**config.mk**
```make
export PLATFORM = sky130hd
export DESIGN_NAME = word_unpacker
export DESIGN_NICKNAME = d
export VERILOG_FILES = /design/src/rtl/unpack_pkg.sv /design/src/rtl/unpack_shreg.sv /design/src/rtl/word_unpacker.sv
export SDC_FILE = /design/constraint.sdc
export NUM_CORES = 1
export LEC_CHECK = 0
export ABC_AREA = 0
export BUFFER_PORTS_ARGS = -buffer_cell sky130_fd_sc_hd__buf_2
export CORE_AREA = 2 2 39 41
export DETAILED_ROUTE_END_ITERATION = 7
export DIE_AREA = 0 0 41 43
export GPL_TIMING_DRIVEN = 0
export REMOVE_ABC_BUFFERS = 1
export SETUP_SLACK_MARGIN = 0.2
export SYNTH_ARGS = -nofsm -noshare
export SYNTH_HDL_FRONTEND = slang
export SYNTH_SLANG_ARGS = --single-unit
export TNS_END_PERCENT = 20
```
**constraint.sdc**
```tcl
create_clock -name clk -period 1.05 [get_ports clk]
set_input_delay 0.21 -clock clk [delete_from_list [all_inputs] [get_ports clk]]
set_output_delay 0.21 -clock clk [all_outputs]
set_load 0.005 [all_outputs]
```
**src/rtl/unpack_pkg.sv**
```systemverilog
// Shared definitions for the word unpacker slice.
//
// Contents:
//   unpack_state_t  FSM state encoding (IDLE, SHIFT)
//   cnt_w()         width of the beat counter for a given word width
package unpack_pkg;

  typedef enum logic {
    IDLE  = 1'b0,
    SHIFT = 1'b1
  } unpack_state_t;

  // The beat counter only has to reach width-1. $clog2 gives 0 for a width
  // of 1, so the result is clamped to at least one bit.
  function automatic int cnt_w(input int width);
    int w;
    w = $clog2(width);
    return (w < 1) ? 1 : w;
  endfunction

endpackage

```
**src/rtl/unpack_shreg.sv**
```systemverilog
// Load/shift register feeding the serial output of the word unpacker.
//
// Ports:
//   clk        rising-edge clock
//   rst        synchronous active-high reset, clears the register
//   load       capture load_data (wins over shift when both are high)
//   shift      move one place toward the output end, zero fill
//   load_data  WIDTH-bit parallel word
//   out_bit    bit currently at the output end
//
// With MSB_FIRST=1 the output end is bit WIDTH-1 and the register shifts
// left. With MSB_FIRST=0 the output end is bit 0 and it shifts right.
module unpack_shreg #(
  parameter int WIDTH     = 2,
  parameter bit MSB_FIRST = 1'b1
) (
  input  logic             clk,
  input  logic             rst,
  input  logic             load,
  input  logic             shift,
  input  logic [WIDTH-1:0] load_data,
  output logic             out_bit
);

  logic [WIDTH-1:0] sreg;

  // Load has priority so that the final beat of one word and the accept of
  // the next word can share a cycle: the last bit leaves while the new word
  // lands. Zero fill means the register drains to all zeros after a full word,
  // which keeps out_bit at 0 while idle.
  always_ff @(posedge clk) begin
    if (rst) begin
      sreg <= '0;
    end else if (load) begin
      sreg <= load_data;
    end else if (shift) begin
      if (MSB_FIRST) begin
        sreg <= {sreg[WIDTH-2:0], 1'b0};
      end else begin
        sreg <= {1'b0, sreg[WIDTH-1:1]};
      end
    end
  end

  assign out_bit = MSB_FIRST ? sreg[WIDTH-1] : sreg[0];

endmodule

```
**src/rtl/word_unpacker.sv**
```systemverilog
// Parallel-to-serial unpacker. Accepts one WIDTH-bit word over valid/ready
// and emits its bits one per accepted output beat, MSB first by default.
//
// Ports:
//   clk        rising-edge clock
//   rst        synchronous active-high reset
//   in_valid   in_data holds a word
//   in_ready   a word is accepted this cycle
//   in_data    parallel input word (sampled only when accepted)
//   out_valid  out_bit holds a bit
//   out_ready  consumer takes out_bit this cycle
//   out_bit    current serial bit (registered, no path from in_data)
//   out_last   final bit of the current word
//   busy       a word is loaded and not fully drained
module word_unpacker
  import unpack_pkg::*;
#(
  parameter int WIDTH     = 2,
  parameter bit MSB_FIRST = 1'b1
) (
  input  logic             clk,
  input  logic             rst,
  input  logic             in_valid,
  output logic             in_ready,
  input  logic [WIDTH-1:0] in_data,
  output logic             out_valid,
  input  logic             out_ready,
  output logic             out_bit,
  output logic             out_last,
  output logic             busy
);

  localparam int CW = cnt_w(WIDTH);
  localparam logic [CW-1:0] LAST_CNT = CW'(WIDTH - 1);

  unpack_state_t state;
  unpack_state_t state_next;
  logic [CW-1:0] count;
  logic [CW-1:0] count_next;
  logic          in_fire;
  logic          out_fire;

  // State and beat counter registers. Everything else about the FSM lives
  // in the combinational block below.
  always_ff @(posedge clk) begin
    if (rst) begin
      state <= IDLE;
      count <= '0;
    end else begin
      state <= state_next;
      count <= count_next;
    end
  end

  // Handshake outputs and next-state logic. in_ready opens while shifting
  // only on a last beat that is actually being taken, which lets the next
  // word load in the same cycle the previous one finishes, with no bubble.
  // That is also the only place in_ready looks at out_ready. The counter is
  // forced back to zero whenever a word ends so it never runs past WIDTH-1.
  always_comb begin
    state_next = state;
    count_next = count;
    out_valid  = (state == SHIFT);
    out_last   = (state == SHIFT) && (count == LAST_CNT);
    in_ready   = (state == IDLE) || (out_last && out_ready);
    in_fire    = in_valid && in_ready;
    out_fire   = out_valid && out_ready;
    busy       = (state == SHIFT);

    case (state)
      IDLE: begin
        if (in_valid) begin
          state_next = SHIFT;
          count_next = '0;
        end
      end
      SHIFT: begin
        if (out_ready) begin
          if (out_last) begin
            count_next = '0;
            state_next = in_valid ? SHIFT : IDLE;
          end else begin
            count_next = count + CW'(1);
          end
        end
      end
      default: begin
        state_next = IDLE;
        count_next = '0;
      end
    endcase
  end

  unpack_shreg #(
    .WIDTH    (WIDTH),
    .MSB_FIRST(MSB_FIRST)
  ) u_shreg (
    .clk      (clk),
    .rst      (rst),
    .load     (in_fire),
    .shift    (out_fire),
    .load_data(in_data),
    .out_bit  (out_bit)
  );

endmodule

```
# Word level (Yosys, flattened, before mapping)

Index checks and enable logic that the tools add are counted.

$lt $le $gt $ge: 0
Reduce and logical (&&, ||, !) cells: 7
Muxes and demuxes: 10
Shift-type cells: 0
$mul: 0
Divide/modulo/power cells: 0
Bitwise gates (word level): 1
Eq/ne operators: 2
Add/sub/neg operators: 1

Operators by type and width:

| cell                  | number |
|---|---|
| $mux W1               | 6 |
| $logic_and A1 B1 Y1   | 4 |
| $mux W2               | 2 |
| $ne A2 B2 Y1 const B  | 2 |
| $pmux W1 S2           | 2 |
| $reduce_and A2 Y1     | 1 |
| $reduce_bool A2 Y1    | 1 |
| $add A1 B1 Y1 const B | 1 |
| $logic_or A1 B1 Y1    | 1 |
| $not A1 Y1            | 1 |

Output and inout port bits: 5
Flip-flop bits (word level): 4
Memory bits (writable): 0
Bits in read-only memories: 0
Word-level logic and storage cells: 24
Memories kept: 0
Bits of input ports: 6
Bits in latches: 0

# Depth between registers and ports, before layout

Gate-level depths: netlist of run 1.

Depth after elaboration: 5
Mapped depth: 3
Gate-level depth less buffers: 3

# By module

Synthesis of run 1 repeated with hierarchy kept, for this count alone.

Cell total of the unflattened synthesis: 22
Area, all modules: 214.0 µm²

By module, submodules not included:

| module        | area an instance (µm²) | cells an instance | sequential area each (µm²) | times used |
|---|---|---|---|---|
| word_unpacker | 126.4                  | 13                | 40.0                       | 1 |
| unpack_shreg  | 87.6                   | 9                 | 40.0                       | 1 |

# Worst setup path before layout of run 1

No wires, ideal clock.

Path type: register to register
From: register state (netlist: busy)
To: register u_shreg.sreg[1]
Buffers on the path: 0
Arrival: 0.979 ns
Data required time: 0.980 ns
Setup slack: 0.001 ns
Stages on the path, launching flop included: 4
Library setup time: 0.070 ns
Period minus slack after synthesis: 1.049 ns
Cell sequence: dfxtp_1 > mux2i_1 > a221o_1 > a21oi_1

Cells in the longest elaborated chain, start to end: 5
Elaborated cells between the ends (all ways): 8
Classes of those cells: mux: 1; bitwise: 1; reduce/logical: 6

RTL lines:

| what                                          | RTL line            | source |
|---|---|---|
| start: declaration                            | word_unpacker.sv:36 | `unpack_state_t state;` |
| start signal: assignment                      | word_unpacker.sv:50 | `state <= state_next;` |
| $logic_and A1 B1 Y1                           | word_unpacker.sv:64 | `out_last = (state == SHIFT) && (count == LAST_CNT);` |
| $logic_and A1 B1 Y1                           | word_unpacker.sv:65 | `in_ready = (state == IDLE) \|\| (out_last && out_ready);` |
| $logic_or A1 B1 Y1                            | word_unpacker.sv:65 |  |
| $logic_and A1 B1 Y1                           | word_unpacker.sv:66 | `in_fire = in_valid && in_ready;` |
| $mux W2 or $reduce_bool A2 Y1 (tied branches) | --                  |  |
| end signal: assignment                        | unpack_shreg.sv:35  | `sreg <= load_data;` |
| end signal: assignment                        | unpack_shreg.sv:38  | `sreg <= {sreg[WIDTH-2:0], 1'b0};` |
| end signal: assignment                        | unpack_shreg.sv:40  | `sreg <= {1'b0, sreg[WIDTH-1:1]};` |
| end: declaration                              | unpack_shreg.sv:25  | `logic [WIDTH-1:0] sreg;` |

Parallel ways exist; a longest one is shown, timed or not.
A chain may end at the register's enable or synchronous reset.

# Final worst setup path of run 1

From: register state (netlist: busy)
To: output port in_ready

Cells in the longest elaborated chain, start to end: 3
Elaborated cells between the ends (all ways): 4
Classes of those cells: bitwise: 1; reduce/logical: 3

RTL lines:

| what                   | RTL line            | source |
|---|---|---|
| $logic_and A1 B1 Y1    | word_unpacker.sv:64 |  |
| $logic_and A1 B1 Y1    | word_unpacker.sv:65 |  |
| $logic_or A1 B1 Y1 (*) | word_unpacker.sv:65 |  |
| end: declaration       | word_unpacker.sv:24 | `output logic in_ready,` |

Mark *: on every way between the ends. The rest lies on a longest branch, timed or not.

==> results.md, run 1 <==
* Largest cells by area after synthesis: dfxtp_1, mux2i_1, a21oi_1
* Sequential element share of the synthesized area at 0.408
* Final setup fails at 4
* Via count at 210
* Worst reg2reg path startpoint: busy
* Worst EP arrival at 940 ps
* Synth top area share at 0.408
* GP Congestion at 0.683
* Gr ovfl total at 0
* Max Clock Freq at 0.868 GHz
* Status: finished, violations left
* Worst R2R End: u_shreg.sreg[0]
* Cts hold-fix bufs at 0
* Finished Layout Cells at 52
* Switching Power at 107 uW
* CP max FO at 6
* Clk_lat worst skew at 230 ps
* Final TNS setup at -176 ps
* FF-to-FF path depth at 4
* Post-route DRC at 0
* Number of buffers created by CTS at 3
* Setup WS post-layout at -102 ps
* Worst Path Required at 840 ps
* RSZ-0062 raised after global routing: true
* First-pass GRT wire length at 834 um
* Die footprint at 1760 sq um
* CTS tree: done
* Flops & latches, synth at 4
* Initial Utilization at 0.142
* Clock share of power at 0.434
* Worst Min Path Start: rst
* Most frequent cells in the layout: buf_2, a21oi_1, clkbuf_4
* Placed cells at 47
* CTS H-Tree Depth at 1
* Worst setup EP type: output port
* Failing checks: setup timing
* Worst Hold Endpoint: count
* CTS Root Cell: clkbuf_4
* Most common cell after layout, fill and taps aside: buf_2
* Finished Cell Area at 320 sq um
* Leakage at 0.000155 uW
* Final period util at 1.10
* Final WL at 511 um
* Worst setup SP type: register
* I/O Buffers at 10
* Pwr per Cell Area at 1390 nW/um^2
* YS warnings at 0
* DR pass1 iterations at 3
* Num ports at 11
* Layout Nets at 44
* Number of routed nets with antenna violations at 0
* Reg clk slew, reported paths at 40 ps
* HP Class: in -> reg
* N_diodes at 0
* Max Cap Viol at 0
* Fin util at 0.231
* Net Sw Frac at 0.240
* Reg area at 85.1 sq um
* Aggregate global-route resource usage at 0.0743
* Synth Cell Area at 196 sq um
* Rel. slew slack at 0.805
* Multi-input combinational cell area at 108 sq um
* Core area at 1380 sq um
* Netlist cell types at 13
* DR WL/cell at 9.83 um
* Worst ir drop on vdd at 0.403 mV
* Row cnt at 14
* P&R area growth vs syn at 63.1%
* Initial antenna violation count at 0
* TritonCTS Sinks at 4
* P_int at 339 uW
* Fin. Hold Viols at 0
* Clock buffer depth at 2
* Placed cell area at 259 sq um
* Worst clock skew at 1.51 ps
* CP Class: reg -> out
* Violation count after the first detailed-route iteration at 1
* Die extent in y at 43 um
* Register share of total power at 0.388
* Largest net degree at the start of global routing at 7
* Tmin final at 1150 ps
* Reg-to-reg slack, setup at -20 ps
* Gate Count Post-Synth at 22
* Crit path from: busy
* Die width at 41 um
* Layout cells sized above 1 at 0.528
* Fillers at 165
* Max-slew violations at 0
* Slew @ Worst Pin at 284 ps
* Synthesized area per cell at 8.93 sq um
* Gate power share at 0.179
* Largest area contributor in the netlist: dfxtp_1
* Via-to-Cell Ratio at 4.04
* Worst hold stages at 2
* Vias in the first global route at 227
[critical path, stage by stage, from the launching register on]
cell     delay (ps)
dfxtp_4         370
a21bo_4         230
buf_6           110
[area by class of cell]
type | instances | area share
Timing Repair Buffer | 12 | 0.242
Clock buffer | 3 | 0.0703
Tap cell | 16 | 0.0625
Sequential cell | 4 | 0.266
Inverter | 2 | 0.0234
Multi-Input combinational cell | 15 | 0.336
[power by group through the flow]
stage	combinational, uW	sequential [uW]	clock, uW
2_1_floorplan	30.2	175	0
4_1_cts	74.6	172	201
3_3_place_gp	61.6	175	0
6_report	79.5	173	193
5_1_grt	89.1	174	209
3_5_place_dp	62.2	176	0
[cells by family after synthesis]
logic type	share of synthesized area
simple gates	0.191
buf+inv	0.0765
flops	0.408
mux	0.102
compound gates	0.223
[registers in the layout, summed over array words and instances, names as in the netlist]
name	count
u_shreg.sreg	2
busy	1
count	1
[cell usage after synthesis]
| cell type | n |
|---|---|
| mux2i_1 | 2 |
| or2b_1 | 1 |
| nand3b_1 | 1 |
| nand2_1 | 2 |
| inv_1 | 2 |
| a32oi_1 | 1 |
| nor2_1 | 2 |
| a221o_1 | 1 |
| buf_4 | 1 |
| dfxtp_1 | 4 |
| a21oi_1 | 3 |
| and2_2 | 1 |
| a21bo_2 | 1 |
[worst max-delay path by stage]
stage,cells past startpoint,to
finish,2,in_ready
global route,2,in_ready
CTS,2,in_ready
detailed placement,3,u_shreg.sreg[1]
global placement,3,u_shreg.sreg[1]
floorplan,3,u_shreg.sreg[1]
[stage by stage]
step	hold slack [ps]	total power [uW]	setup WS [ps]
floorplan	279	205	-21.5
global placement	427	237	-84.2
detailed placement	422	238	-103
CTS	169	447	-109
global route	180	472	-119
finish	172	445	-102
[metal layers]
| metal | vias up | wire length [um] | track usage |
|---|---|---|---|
| met2 | 10 | 193 | 0.0875 |
| li1 | 104 | - | - |
| met3 | 0 | 58 | 0.0366 |
| met4 | 0 | 0 | 0.0800 |
| met5 | - | 0 | 0 |
| met1 | 96 | 259 | 0.0868 |
[timing repair]
action,CTS,global route
endpoints found under the hold margin,0,0
setup endpoints to repair,9,8
setup buffers,1,1
resized for setup,4,2
Power figures use the tool's default switching activity.
==> run 2, diff against run 1 <==
Settings changed: RECOVER_POWER set to 50.
Clock period 1.05 ns to 1.37 ns, I/O delays scaled along.
==> results.md, run 2 (synthesized netlist as in run 1, its figures left out) <==
* Violation count after the first detailed-route iteration at 2
* Fin Hold WS at 238 ps
* CP max FO at 4
* Tmin final at 1230 ps
* CTS Root Cell: clkbuf_4
* Layout Nets at 44
* Status: finished, final reports clean
* Fin util at 0.224
* Initial antenna violation count at 0
* Initial Utilization at 0.142
* Rel. slew slack at 0.809
* N_diodes at 0
* Final WL at 522 um
* Max Clock Freq at 0.812 GHz
* Max reg flops at 2
* Worst ir drop on vdd at 0.308 mV
* Max-slew violations at 0
* GP Congestion at 0.683
* Number of routed nets with antenna violations at 0
* Worst Path Required at 1100 ps
* FF-to-FF path depth at 4
* CTS H-Tree Depth at 1
* First-pass GRT wire length at 855 um
* Largest Register: u_shreg.sreg
* Clk_lat worst skew at 230 ps
* Via-to-Cell Ratio at 4.00
* TritonCTS Sinks at 4
* Reg-to-reg slack, setup at 200 ps
* Row cnt at 14
* Die footprint at 1760 sq um
* Reg clk slew, reported paths at 40 ps
* Worst clock skew at 0.387 ps
* Vias in the first global route at 233
* CP Class: reg -> out
* Number of buffers created by CTS at 3
* Worst setup EP type: output port
* Gr ovfl total at 0
* HP Class: in -> reg
* Final setup fails at 0
* Worst hold stages at 2
* Die width at 41 um
* Die extent in y at 43 um
* DR WL/cell at 10.0 um
* P&R area growth vs syn at 58.0%
* Pwr per Cell Area at 1100 nW/um^2
* Cts hold-fix bufs at 0
* Worst EP arrival at 960 ps
* Aggregate global-route resource usage at 0.0763
* Post-place setup slack at 217 ps
* Most frequent cells in the layout: buf_2, clkbuf_4, a21oi_1, dfxtp_1
* Max stage delay on crit path at 370 ps
* Final period util at 0.899
* RSZ-0062 raised after global routing: true
* Fin. Hold Viols at 0
* Leakage at 0.000154 uW
* Via count at 208
* CP max stage cell: dfxtp_1
* Core area at 1380 sq um
* Setup WS post-layout at 138 ps
* Slew @ Worst Pin at 279 ps
* Most common cell after layout, fill and taps aside: buf_2
* Final TNS setup at 0 ps
* Clock buffer depth at 2
* Post-route DRC at 0
* CTS tree: done
* Largest net degree at the start of global routing at 6
* Worst-path cell chain: a21bo_4 > buf_6
* Worst setup SP type: register
* I/O Buffers at 10
* Max Cap Viol at 0
* Num ports at 11
* DR pass1 iterations at 2
* Layout cells sized above 1 at 0.500
-- run 2: per-layer routing --
metal  vias to the layer above  GRT usage  part of all wire
met3                         0     0.0366              0.11
li1                        104          -                 -
met4                         0     0.0800                 0
met1                        94     0.0868              0.52
met2                        10     0.0938              0.37
met5                         -          0                 0
-- run 2: where the power goes --
| group | internal (uW) | switching, uW |
|---|---|---|
| combinational | 35.4 | 26.3 |
| sequential | 125 | 5.91 |
| clock | 98.1 | 49.2 |
-- run 2: per-stage QoR --
step	cell area (sq um)	cells	total power, uW
after floorplan	189	21	157
after global placement	259	47	181
after detailed placement	259	47	182
after CTS	305	51	343
after global routing	310	52	361
final	310	52	340
-- run 2: area by class of cell --
| type | instances | area (sq um) |
|---|---|---|
| repair buffers | 12 | 71.3 |
| well taps | 16 | 20.0 |
| flip-flops and latches | 4 | 81.3 |
| clock buffers | 3 | 22.5 |
| inverters | 2 | 7.51 |
| fillers | 168 | 1070 |
| multi-input cells | 15 | 108 |
-- run 2: timing repair --
item / in CTS / in global routing
endpoints found under the setup margin: 2 / 3
buffers inserted: 1 / 1
pin swaps: 0 / 1
gates cloned: 0 / 0
gates resized for setup: 4 / 2
-- run 2: critical path: cells and delay by family, from the launching register on --
kind                   cells  cell delay [ps]
buffers and inverters      1              110
flip-flops                 1              370
AO/OA/AOI/OAI              1              250
-- run 2: final timing paths --
check,startpoint,to
worst min register to register,count,count
worst max register to register,busy,u_shreg.sreg[1]
worst max-delay path,busy,in_ready
worst min-delay path,rst,count
